`src/rtl/adder_bist_pkg.sv`:
```
// adder_bist_pkg: shared state type, LFSR/MISR constants and step functions
package adder_bist_pkg;
  typedef enum logic [1:0] {IDLE, APPLY, CAPTURE, DONE} bist_state_t;
  localparam logic [23:0] LFSR_INIT_LO = 24'hCE1AB5;
  localparam int LFSR_TAPS [4] = '{31, 21, 1, 0};
  localparam int MISR_TAPS [4] = '{15, 14, 12, 3};
  function automatic logic [31:0] lfsr_next(input logic [31:0] q);
    return {q[30:0], q[LFSR_TAPS[0]] ^ q[LFSR_TAPS[1]] ^ q[LFSR_TAPS[2]] ^ q[LFSR_TAPS[3]]};
  endfunction
  function automatic logic [15:0] misr_next(input logic [15:0] s, input logic [15:0] d);
    return {s[14:0], s[MISR_TAPS[0]] ^ s[MISR_TAPS[1]] ^ s[MISR_TAPS[2]] ^ s[MISR_TAPS[3]]} ^ d;
  endfunction
endpackage

```
`src/rtl/bist_lfsr32.sv`:
```
// bist_lfsr32: 32-bit Fibonacci LFSR with load and advance controls
module bist_lfsr32
  import adder_bist_pkg::*;
(
  input  logic        clk,
  input  logic        rst_n,
  input  logic        load,
  input  logic        adv,
  input  logic [31:0] load_val,
  output logic [31:0] q
);
  // load has priority so a new run always starts from the seeded value
  always_ff @(posedge clk or negedge rst_n)
    if (!rst_n) q <= '0;
    else q <= load ? load_val : adv ? lfsr_next(q) : q;
endmodule

```
`src/rtl/adder_bist.sv`:
```
// adder_bist: LFSR-driven self-test of the CLA/RCA pair with MISR signature
module adder_bist
  import adder_bist_pkg::*;
#(
  parameter int WIDTH         = 16,
  parameter int NUM_VECTORS   = 256,
  parameter int SETTLE_CYCLES = 1
) (
  input  logic             clk,
  input  logic             rst_n,
  input  logic             start,
  input  logic             abort,
  input  logic [7:0]       seed,
  output logic [WIDTH-1:0] a,
  output logic [WIDTH-1:0] b,
  input  logic [WIDTH:0]   cla_z,
  input  logic [WIDTH:0]   rca_z,
  input  logic             byte_sel,
  output logic             busy,
  output logic             done,
  output logic             pass,
  output logic [7:0]       err_count,
  output logic [7:0]       sig_byte
);
  bist_state_t state;
  logic        start_q;
  logic [15:0] sig;
  logic [15:0] vec_cnt;
  logic [3:0]  settle_cnt;
  logic [31:0] lfsr;
  logic [16:0] cz;
  logic [15:0] d;
  logic        start_edge;
  logic        load;
  logic        adv;
  assign start_edge = start & ~start_q;
  assign load       = !abort && start_edge && (state == IDLE || state == DONE);
  assign adv        = !abort && state == CAPTURE;
  assign cz         = 17'(cla_z);
  assign d          = cz[15:0] ^ {15'b0, cz[16]};
  assign a          = lfsr[WIDTH-1:0];
  assign b          = lfsr[WIDTH+15:16];
  assign busy       = state == APPLY || state == CAPTURE;
  assign done       = state == DONE;
  assign pass       = done && err_count == 8'd0;
  bist_lfsr32 u_lfsr (
    .clk      (clk),
    .rst_n    (rst_n),
    .load     (load),
    .adv      (adv),
    .load_val ({seed, LFSR_INIT_LO}),
    .q        (lfsr)
  );
  // run sequencing, mismatch counting, signature compaction and byte readout
  always_ff @(posedge clk or negedge rst_n)
    if (!rst_n) begin
      state      <= IDLE;
      start_q    <= 1'b0;
      sig        <= '0;
      err_count  <= '0;
      vec_cnt    <= '0;
      settle_cnt <= '0;
      sig_byte   <= '0;
    end else begin
      start_q  <= start;
      sig_byte <= byte_sel ? sig[15:8] : sig[7:0];
      if (abort) state <= IDLE;
      else
        case (state)
          IDLE, DONE:
            if (start_edge) begin
              sig        <= '0;
              err_count  <= '0;
              vec_cnt    <= '0;
              settle_cnt <= '0;
              state      <= APPLY;
            end
          APPLY: begin
            settle_cnt <= settle_cnt == 4'(SETTLE_CYCLES - 1) ? 4'd0 : settle_cnt + 4'd1;
            state      <= settle_cnt == 4'(SETTLE_CYCLES - 1) ? CAPTURE : APPLY;
          end
          CAPTURE: begin
            err_count <= (cla_z != rca_z && err_count != 8'hFF) ? err_count + 8'd1 : err_count;
            sig       <= misr_next(sig, d);
            vec_cnt   <= vec_cnt + 16'd1;
            state     <= vec_cnt == 16'(NUM_VECTORS - 1) ? DONE : APPLY;
          end
          default: state <= IDLE;
        endcase
    end
endmodule

```
`config.mk`:
```
export PLATFORM = sky130hd
export DESIGN_NAME = adder_bist
export DESIGN_NICKNAME = d
export VERILOG_FILES = /design/src/rtl/adder_bist_pkg.sv /design/src/rtl/bist_lfsr32.sv /design/src/rtl/adder_bist.sv
export SDC_FILE = /design/constraint.sdc
export NUM_CORES = 1
export LEC_CHECK = 0
export ABC_AREA = 1
export CAP_MARGIN = 30
export CORE_MARGIN = 2
export CORE_UTILIZATION = 33
export CTS_CLUSTER_SIZE = 40
export DETAILED_ROUTE_END_ITERATION = 10
export PLACE_DENSITY_LB_ADDON = 0.15
export SYNTH_ARGS = -nofsm -noshare
export SYNTH_HDL_FRONTEND = slang
export SYNTH_SLANG_ARGS = --single-unit
```
`constraint.sdc`:
```
create_clock -name clk -period 1.9 [get_ports clk]
set_input_delay 0.285 -clock clk [delete_from_list [all_inputs] [get_ports clk]]
set_output_delay 0.285 -clock clk [all_outputs]
set_load 0.05 [all_outputs]
```
# Word-level counts from Yosys, hierarchy flattened
# Cells that the tools add are included.
# op_classes
addsub,3
n_eq_ne,9
muxes,17
n_bitwise,11
n_reduce_logical,18
# op_table
cell,count
$mux 32,2
$pmux 16 s2,2
$mux 8,3
$ne 17x17->1,1
$add 16x1->16 const B,1
$eq 16x8->1 const B,1
$mux 16,1
$pmux 8 s2,1
$xor 16x1->16,1
$xor 16x16->16,1
$add 8x1->8 const B,1
$logic_not 8->1,1
$mux 2,4
$mux 4,2
$ne 8x8->1 const B,1
$pmux 4 s2,1
$pmux 2 s3,1
$reduce_and 3->1,2
$reduce_bool 2->1,3
$xor 1x1->1,6
$logic_and 1x1->1,5
$add 4x1->4 const B,1
$eq 2x2->1 const B,2
$logic_not 4->1,1
11 further kinds,13
# word_totals
register_bits,87
in_bits,47
out_inout_bits,51

# Longest topological paths before layout
# Gate-level depths: netlist of the first run.
# logic_depth
depth_word,5
ltp_mapped,11
ltp_nobuf,11

# By module
# A second synthesis of the first run with hierarchy kept.
# hier_totals
cells_unflattened,611
hier_area_um2,4712.0
# modules_own_cells
mod,n_inst,cells_per_inst,area_each_um2,seq_area_each_um2
adder_bist,1,424,3251.9,1376.3
bist_lfsr32,1,187,1460.2,800.8

# Worst setup path before layout of the first run
# Ideal clock, no wire load.
# synth_timing
kind,register -> output
startpoint,reg state[0]
endpoint,out pass
arrival_ps,2042
t_required_ps,1615
slack_ps,-427
stages_incl_launch_ff,4
cell_sequence,dfrtp_1 > ha_1 > nand3_1 > nor3_1
# synth_between
elab_chain_len,2
# synth_lines
item,line,rtl
from (decl),adder_bist.sv:25,bist_state_t state;
from (signal assigned),adder_bist.sv:80,state <= settle_cnt == 4'(SETTLE_CYCLES - 1) ? CAPTURE : APPLY;
from (signal assigned),adder_bist.sv:86,state <= vec_cnt == 16'(NUM_VECTORS - 1) ? DONE : APPLY;
$eq 2x2->1,adder_bist.sv:44,assign done = state == DONE;
via done,adder_bist.sv:20,"output logic done,"
$logic_and 1x1->1,adder_bist.sv:45,assign pass = done && err_count == 8'd0;
to (decl),adder_bist.sv:21,"output logic pass,"
# The timed path passes the listed nets, and every way through them passes these cells.

# Worst setup path in the final report of the first run
# layout_timing
startpoint,reg u_lfsr.q[1]
endpoint,out a[1]
# layout_rtl
item,line,rtl
from (decl),bist_lfsr32.sv:10,output logic [31:0] q
from (signal assigned),bist_lfsr32.sv:15,else q <= load ? load_val : adv ? lfsr_next(q) : q;
to (decl),adder_bist.sv:14,"output logic [WIDTH-1:0] a,"
# No word-level cell between the ends.

==> impl_metrics.yaml, run 1 <==
status:
  status: "completed"
sta:
  skew_ns: 0.00443
  holdWs_ns: 0.386
  clock.fmax_ghz: 0.540
  fin_crit_sh_pct: 97.5
  finalHoldViolCount: 0
  setup_viol: 0
  layout_setup_ws_ns: 0.0469
  slew_viol_final: 0
  worst_pin_slew_ns: 0.512
  grt_setup_unrepaired: "true"
  max_slew_margin_pct: 65.7
  period_needed_ns: 1.85
logic_synthesis:
  synth_cell_types: 41
  synthFlopType: "dfrtp_1"
  synth_nets: 598
  ys_ff_latch: 87
  async_flop_share_pct: 100
  synthCells: 543
  synth_edf_count: 0
  yosysWarnings: 0
  ys_seq_area_share_pct: 47.7
  mappedNetlistArea_um2: 4570
  synth.avg_cell_area_um2: 8.41
min_path:
  hp-class: "input pin to asynchronous set/reset pin"
worst_setup_path:
  path_buf_inv: 1
  worst_path_largest_cell_delay_ns: 0.82
  worstPathArrival_ns: 1.57
  cpLargestDelayFamily: "buffers and inverters"
  ff2ff_setup_slack_ns: 0.12
  rr_startpoint: "state[0]$_DFFE_PN0P_"
  r2r_cells: 9
  cp_slowest_cell: "clkdlybuf4s50_1"
  crit_path_end_kind: "output port"
  crit_path_max_fanout: 4
  worstReg2RegEnd: "err_count[7]$_DFFE_PN0P_"
  critPathKind: "register to output port"
  path_cells: "clkdlybuf4s50_1"
  cp-start-kind: "register"
  required_ns: 1.62
placement:
  pre_cts_ws_ns: -0.123
  placed_cells: 829
  hpwl_mm: 8.37
  placed_area_um2: 5880
  port_buffers: 97
  gp_congestion: 0.821
routing:
  postRouteAntennaNets: 0
  first_pass_iters: 4
  wirelength_mm: 11.0
  drt-initial-drc-count: 226
  routedWlPerCell_um: 13.1
  vias: 3946
  drc: 0
  vias_per_cell: 4.68
clock_tree:
  cts_root_buf: "clkbuf_16"
  numCtsBuffers: 9
  cts.htree.levels: 3
  insertion_delay_ns: 0.34
  cts_tree: "built"
  clock-sinks: 87
  clk_pin_slew_worst_paths_ns: 0.06
  cts_setup_buffers: 0
  clk_path_buf_depth: 2
die:
  dieArea_um2: 14800
  die_w_um: 122
  core.rowCount: 42
  pin_count: 98
  start_util_pct: 34.1
  core_um2: 13400
  die_height_um: 122
power_and_ir_drop:
  ir_drop_mv: 0.510
  p_per_area_nw_per_um2: 1270
  leakage_uw: 0.00288
layout:
  final_cells: 844
  final_util_pct: 46.8
  area_delta_synth_final_pct: 37.2
  drive_gt1_share_pct: 13.8
  finalInstanceArea_um2: 6270
  diodes: 0
  nets: 720
grt:
  grt_pass1_vias: 3931
  antenna_found_initial: 0
  grt_overflow: 0
  grt_max_degree: 36
  grt_pass1_wl_mm: 18.7
  grt.total_usage_pct: 16.0
flow_run:
  drv_cap: 0
## cells in the final DEF (no fill, tap or decap), drive strengths merged, types with 8 or more instances in the layout
cell type	n
nand4	10
inv	85
nor2	53
nand3	33
a21oi	13
nand2	118
clkdlybuf4s50	80
xnor2	30
clkbuf	10
buf	40
ha	8
nor3	8
o22ai	8
o21ai	46
dfrtp	87
## metal layers
layer	share of wire (%)	global-route usage [%]	vias to the layer above	wire (µm)
li1	-	-	1995	-
met1	48	20.9	1860	5270
met2	46	25.8	85	5060
met3	5.3	5.06	6	588
met4	1.0	4.09	0	114
met5	0	0	-	0
## timing repair
item / 4_1_cts / 5_1_grt
gates resized for setup: 0 / 5
hold endpoints to repair: 21 / 0
hold buffers: 1 / 0
setup endpoints to repair: 0 / 10
## through the flow
stage                TNS, ns  total power [µW]
global route        -0.00673              8420
detailed placement    -0.724              5920
floorplan                  0              4710
CTS                        0              8070
global placement      -0.255              5880
finish                     0              7990
## power by group
group	switching, µW	internal, µW
Sequential	290	2230
Clock	719	1400
Combinational	2170	1180
## cell families (layout without fill, tap and decap cells)
logic type | count (synthesis) | count (layout) | share of synthesized area, %
simple gates | 226 | 226 | 22.8
flops | 87 | 87 | 47.7
compound gates | 88 | 88 | 11.5
fa+ha+maj | 8 | 8 | 2.19
xor+xnor | 36 | 36 | 6.90
mux | 1 | 1 | 0.219
buf+inv | 97 | 222 | 8.77
## synth_stat cells, types with 8 or more instances
| master | number | area, µm² |
|---|---|---|
| nand2_1 | 111 | 417 |
| dfrtp_1 | 87 | 2180 |
| inv_1 | 68 | 255 |
| nor2_1 | 46 | 173 |
| o21ai_0 | 33 | 165 |
| nand3_1 | 30 | 150 |
| xnor2_1 | 30 | 263 |
| inv_2 | 17 | 63.8 |
| a21oi_1 | 13 | 65.1 |
| o21ai_1 | 13 | 65.1 |
| nand4_1 | 10 | 62.6 |
| ha_1 | 8 | 100 |
| o22ai_1 | 8 | 50.1 |
## flip-flops by register name (all words and copies together) (netlist names)
signal / cells
sig: 16
u_lfsr.q: 32
start_q: 1
err_count: 8
vec_cnt: 16
state: 2
sig_byte: 8
settle_cnt: 4
## cell type report
type,count,area (µm²)
clock buffers,10,229
inverters,86,325
clock inverters,4,120
flip-flops and latches,87,2180
well taps,176,220
repair buffers,122,1170
fillers,1319,7130
multi-input cells,359,2020
## worst max path at each step
stage / start / end / slack (ns) / depth (start not counted)
floorplan: err_count[1]$_DFFE_PN0P_ / err_count[2]$_DFFE_PN0P_ / 0.09 / 8
global placement: cla_z[7] / err_count[4]$_DFFE_PN0P_ / -0.05 / 12
detailed placement: cla_z[6] / err_count[3]$_DFFE_PN0P_ / -0.12 / 12
CTS: u_lfsr.q[12]$_DFFE_PN0P_ / a[12] / 0.01 / 1
global route: state[0]$_DFFE_PN0P_ / err_count[7]$_DFFE_PN0P_ / -0.005 / 9
finish: u_lfsr.q[1]$_DFFE_PN0P_ / a[1] / 0.05 / 1
No activity file was read; power rests on OpenSTA's default activity.
==> inputs of run 2 (changes only) <==
--- a/config.mk
+++ b/config.mk
@@ -12,6 +12,7 @@
 export CTS_CLUSTER_SIZE = 40
 export DETAILED_ROUTE_END_ITERATION = 10
 export PLACE_DENSITY_LB_ADDON = 0.15
+export SETUP_SLACK_MARGIN = 0.3
 export SYNTH_ARGS = -nofsm -noshare
 export SYNTH_HDL_FRONTEND = slang
 export SYNTH_SLANG_ARGS = --single-unit
==> impl_metrics.yaml, run 2 (same netlist as run 1, synthesis figures left out) <==
status:
  status: "completed"
grt:
  grt_overflow: 0
  grt.total_usage_pct: 17.9
  grt_max_degree: 42
  grt_pass1_wl_mm: 20.9
  grt_pass1_vias: 4180
  antenna_found_initial: 0
worst_setup_path:
  path_cells: "buf_4, ha_2, nand3_2, nor3_4, buf_12"
  cp-start-kind: "register"
  worst_path_largest_cell_delay_ns: 0.38
  crit_path_max_fanout: 2
  required_ns: 1.62
  cp_slowest_cell: "dfrtp_1"
  crit_path_end_kind: "output port"
  worstPathArrival_ns: 1.44
  critPathKind: "register to output port"
sta:
  slew_viol_final: 0
  worst_pin_slew_ns: 0.564
  finalHoldViolCount: 0
  max_slew_margin_pct: 62.3
  holdWs_ns: 0.404
  skew_ns: 0.00515
  period_needed_ns: 1.73
  setup_viol: 0
  grt_setup_unrepaired: "true"
  clock.fmax_ghz: 0.578
  fin_crit_sh_pct: 91.0
layout:
  mostFrequentLayoutCells: "nand2_1, dfrtp_1, inv_1"
  top_register: "u_lfsr.q"
  diodes: 0
  final_cells: 888
  area_delta_synth_final_pct: 52.3
  largest_reg_flops: 32
  nets: 762
  drive_gt1_share_pct: 28.8
  layout_commonest_cell: "nand2_1"
  fillCellCount: 1249
  largestRegisters: "u_lfsr.q: 32 flops, sig: 16 flops, vec_cnt: 16 flops"
routing:
  first_pass_iters: 4
  drc: 0
  routedWlPerCell_um: 14.2
  wl_met3_um: 575
  met1_length_mm: 5.74
  vias: 4261
  wl_met2_mm: 6.18
  drt-initial-drc-count: 317
  wirelength_mm: 12.6
  top_layer: "met4"
  vias_per_cell: 4.80
  postRouteAntennaNets: 0
flow_run:
  drv_cap: 0
clock_tree:
  clock-sinks: 87
  numCtsBuffers: 9
  clk_pin_slew_worst_paths_ns: 0.07
  cts_root_buf: "clkbuf_16"
  insertion_delay_ns: 0.34
  cts.htree.levels: 3
  cts_tree: "built"
  clk_path_buf_depth: 2
placement:
  gp_congestion: 0.793
  placed_cells: 838
  hpwl_mm: 8.42
  port_buffers: 97
power_and_ir_drop:
  p_per_area_nw_per_um2: 1180
  ir_drop_mv: 0.410
  leakage_uw: 0.00323
die:
  pin_count: 98
  start_util_pct: 34.1
  die_w_um: 122
  core_um2: 13400
  core.rowCount: 42
  die_height_um: 122
  dieArea_um2: 14800
min_path:
  hp-class: "input pin to asynchronous set/reset pin"
## run 2: cell count changes in the layout (fill, tap and decap cells not counted), moves of 6 or more
cell,change
nand2_2,+9
o21ai_2,+15
nand2_1,-13
o22ai_2,+6
dlygate4sd2_1,+31
clkdlybuf4s50_1,-35
o21ai_0,-17
buf_6,+18
buf_4,+12
o22ai_1,-7
## run 2: area by class of cell
cell class / count / area (µm²) / share of cell area (%)
multi-input combinational: 362 / 2380 / 34.2
sequential: 87 / 2180 / 31.4
timing repair buffer: 160 / 1530 / 22.0
inverter: 86 / 345 / 4.96
clock buffer: 11 / 253 / 3.63
tap: 176 / 220 / 3.17
clock inverter: 5 / 40.0 / 0.576
timing repair inverter: 1 / 8.76 / 0.126
## run 2: worst max-delay path: cells and delay by family, from the launching register on
kind          cells  cell delay [ns]
flops             1             0.38
buf+inv           2             0.28
simple gates      2             0.25
fa+ha+maj         1             0.18
## run 2: stage by stage
stage	TNS (ns)	utilization (%)	total power, µW	cell area [µm²]	worst slack (ns)
floorplan	0	-	4720	4590	0.240
global placement	-0.109	44.6	5910	5970	-0.0234
detailed placement	-0.381	44.6	5950	5970	-0.0712
CTS	0	50.3	8030	6740	0.152
global route	0	51.9	8630	6960	0.106
finish	0	51.9	8200	6960	0.171
## run 2: path summary, 6_finish.rpt
path / start / to / slack [ns] / cells after the start
setup / recovery: state[1]$_DFFE_PN0P_ / pass / 0.17 / 5
hold / removal: rst_n / u_lfsr.q[25]$_DFFE_PN0P_ / 0.40 / 2
setup reg to reg: state[1]$_DFFE_PN0P_ / sig[0]$_DFFE_PN0P_ / 0.19 / 9
hold reg to reg: vec_cnt[0]$_DFFE_PN0P_ / vec_cnt[0]$_DFFE_PN0P_ / 0.51 / 1
max in group asynchronous: rst_n / sig[13]$_DFFE_PN0P_ / 0.86 / 3
min in group clk: start / start_q$_DFF_PN0_ / 0.47 / 1
## run 2: timing repair
action,CTS,global route
gates resized for setup,109,71
hold endpoints to repair,23,0
hold buffers,1,0
pin swaps,15,17
endpoints found under the setup margin,113,85
setup buffers,25,2
gates cloned,5,1
## run 2: routing by layer
metal | global-route usage (%) | up-vias
met3 | 3.42 | 8
met5 | 0 | -
met1 | 23.7 | 2050
met4 | 5.17 | 0
li1 | - | 2093
met2 | 29.9 | 110
## run 2: report_power, final
group	switching (µW)	leakage [µW]	total (µW)	internal, µW
Combinational	2520	0.00198	3910	1390
Sequential	306	0.00111	2530	2230
Clock	789	0.000146	1760	971
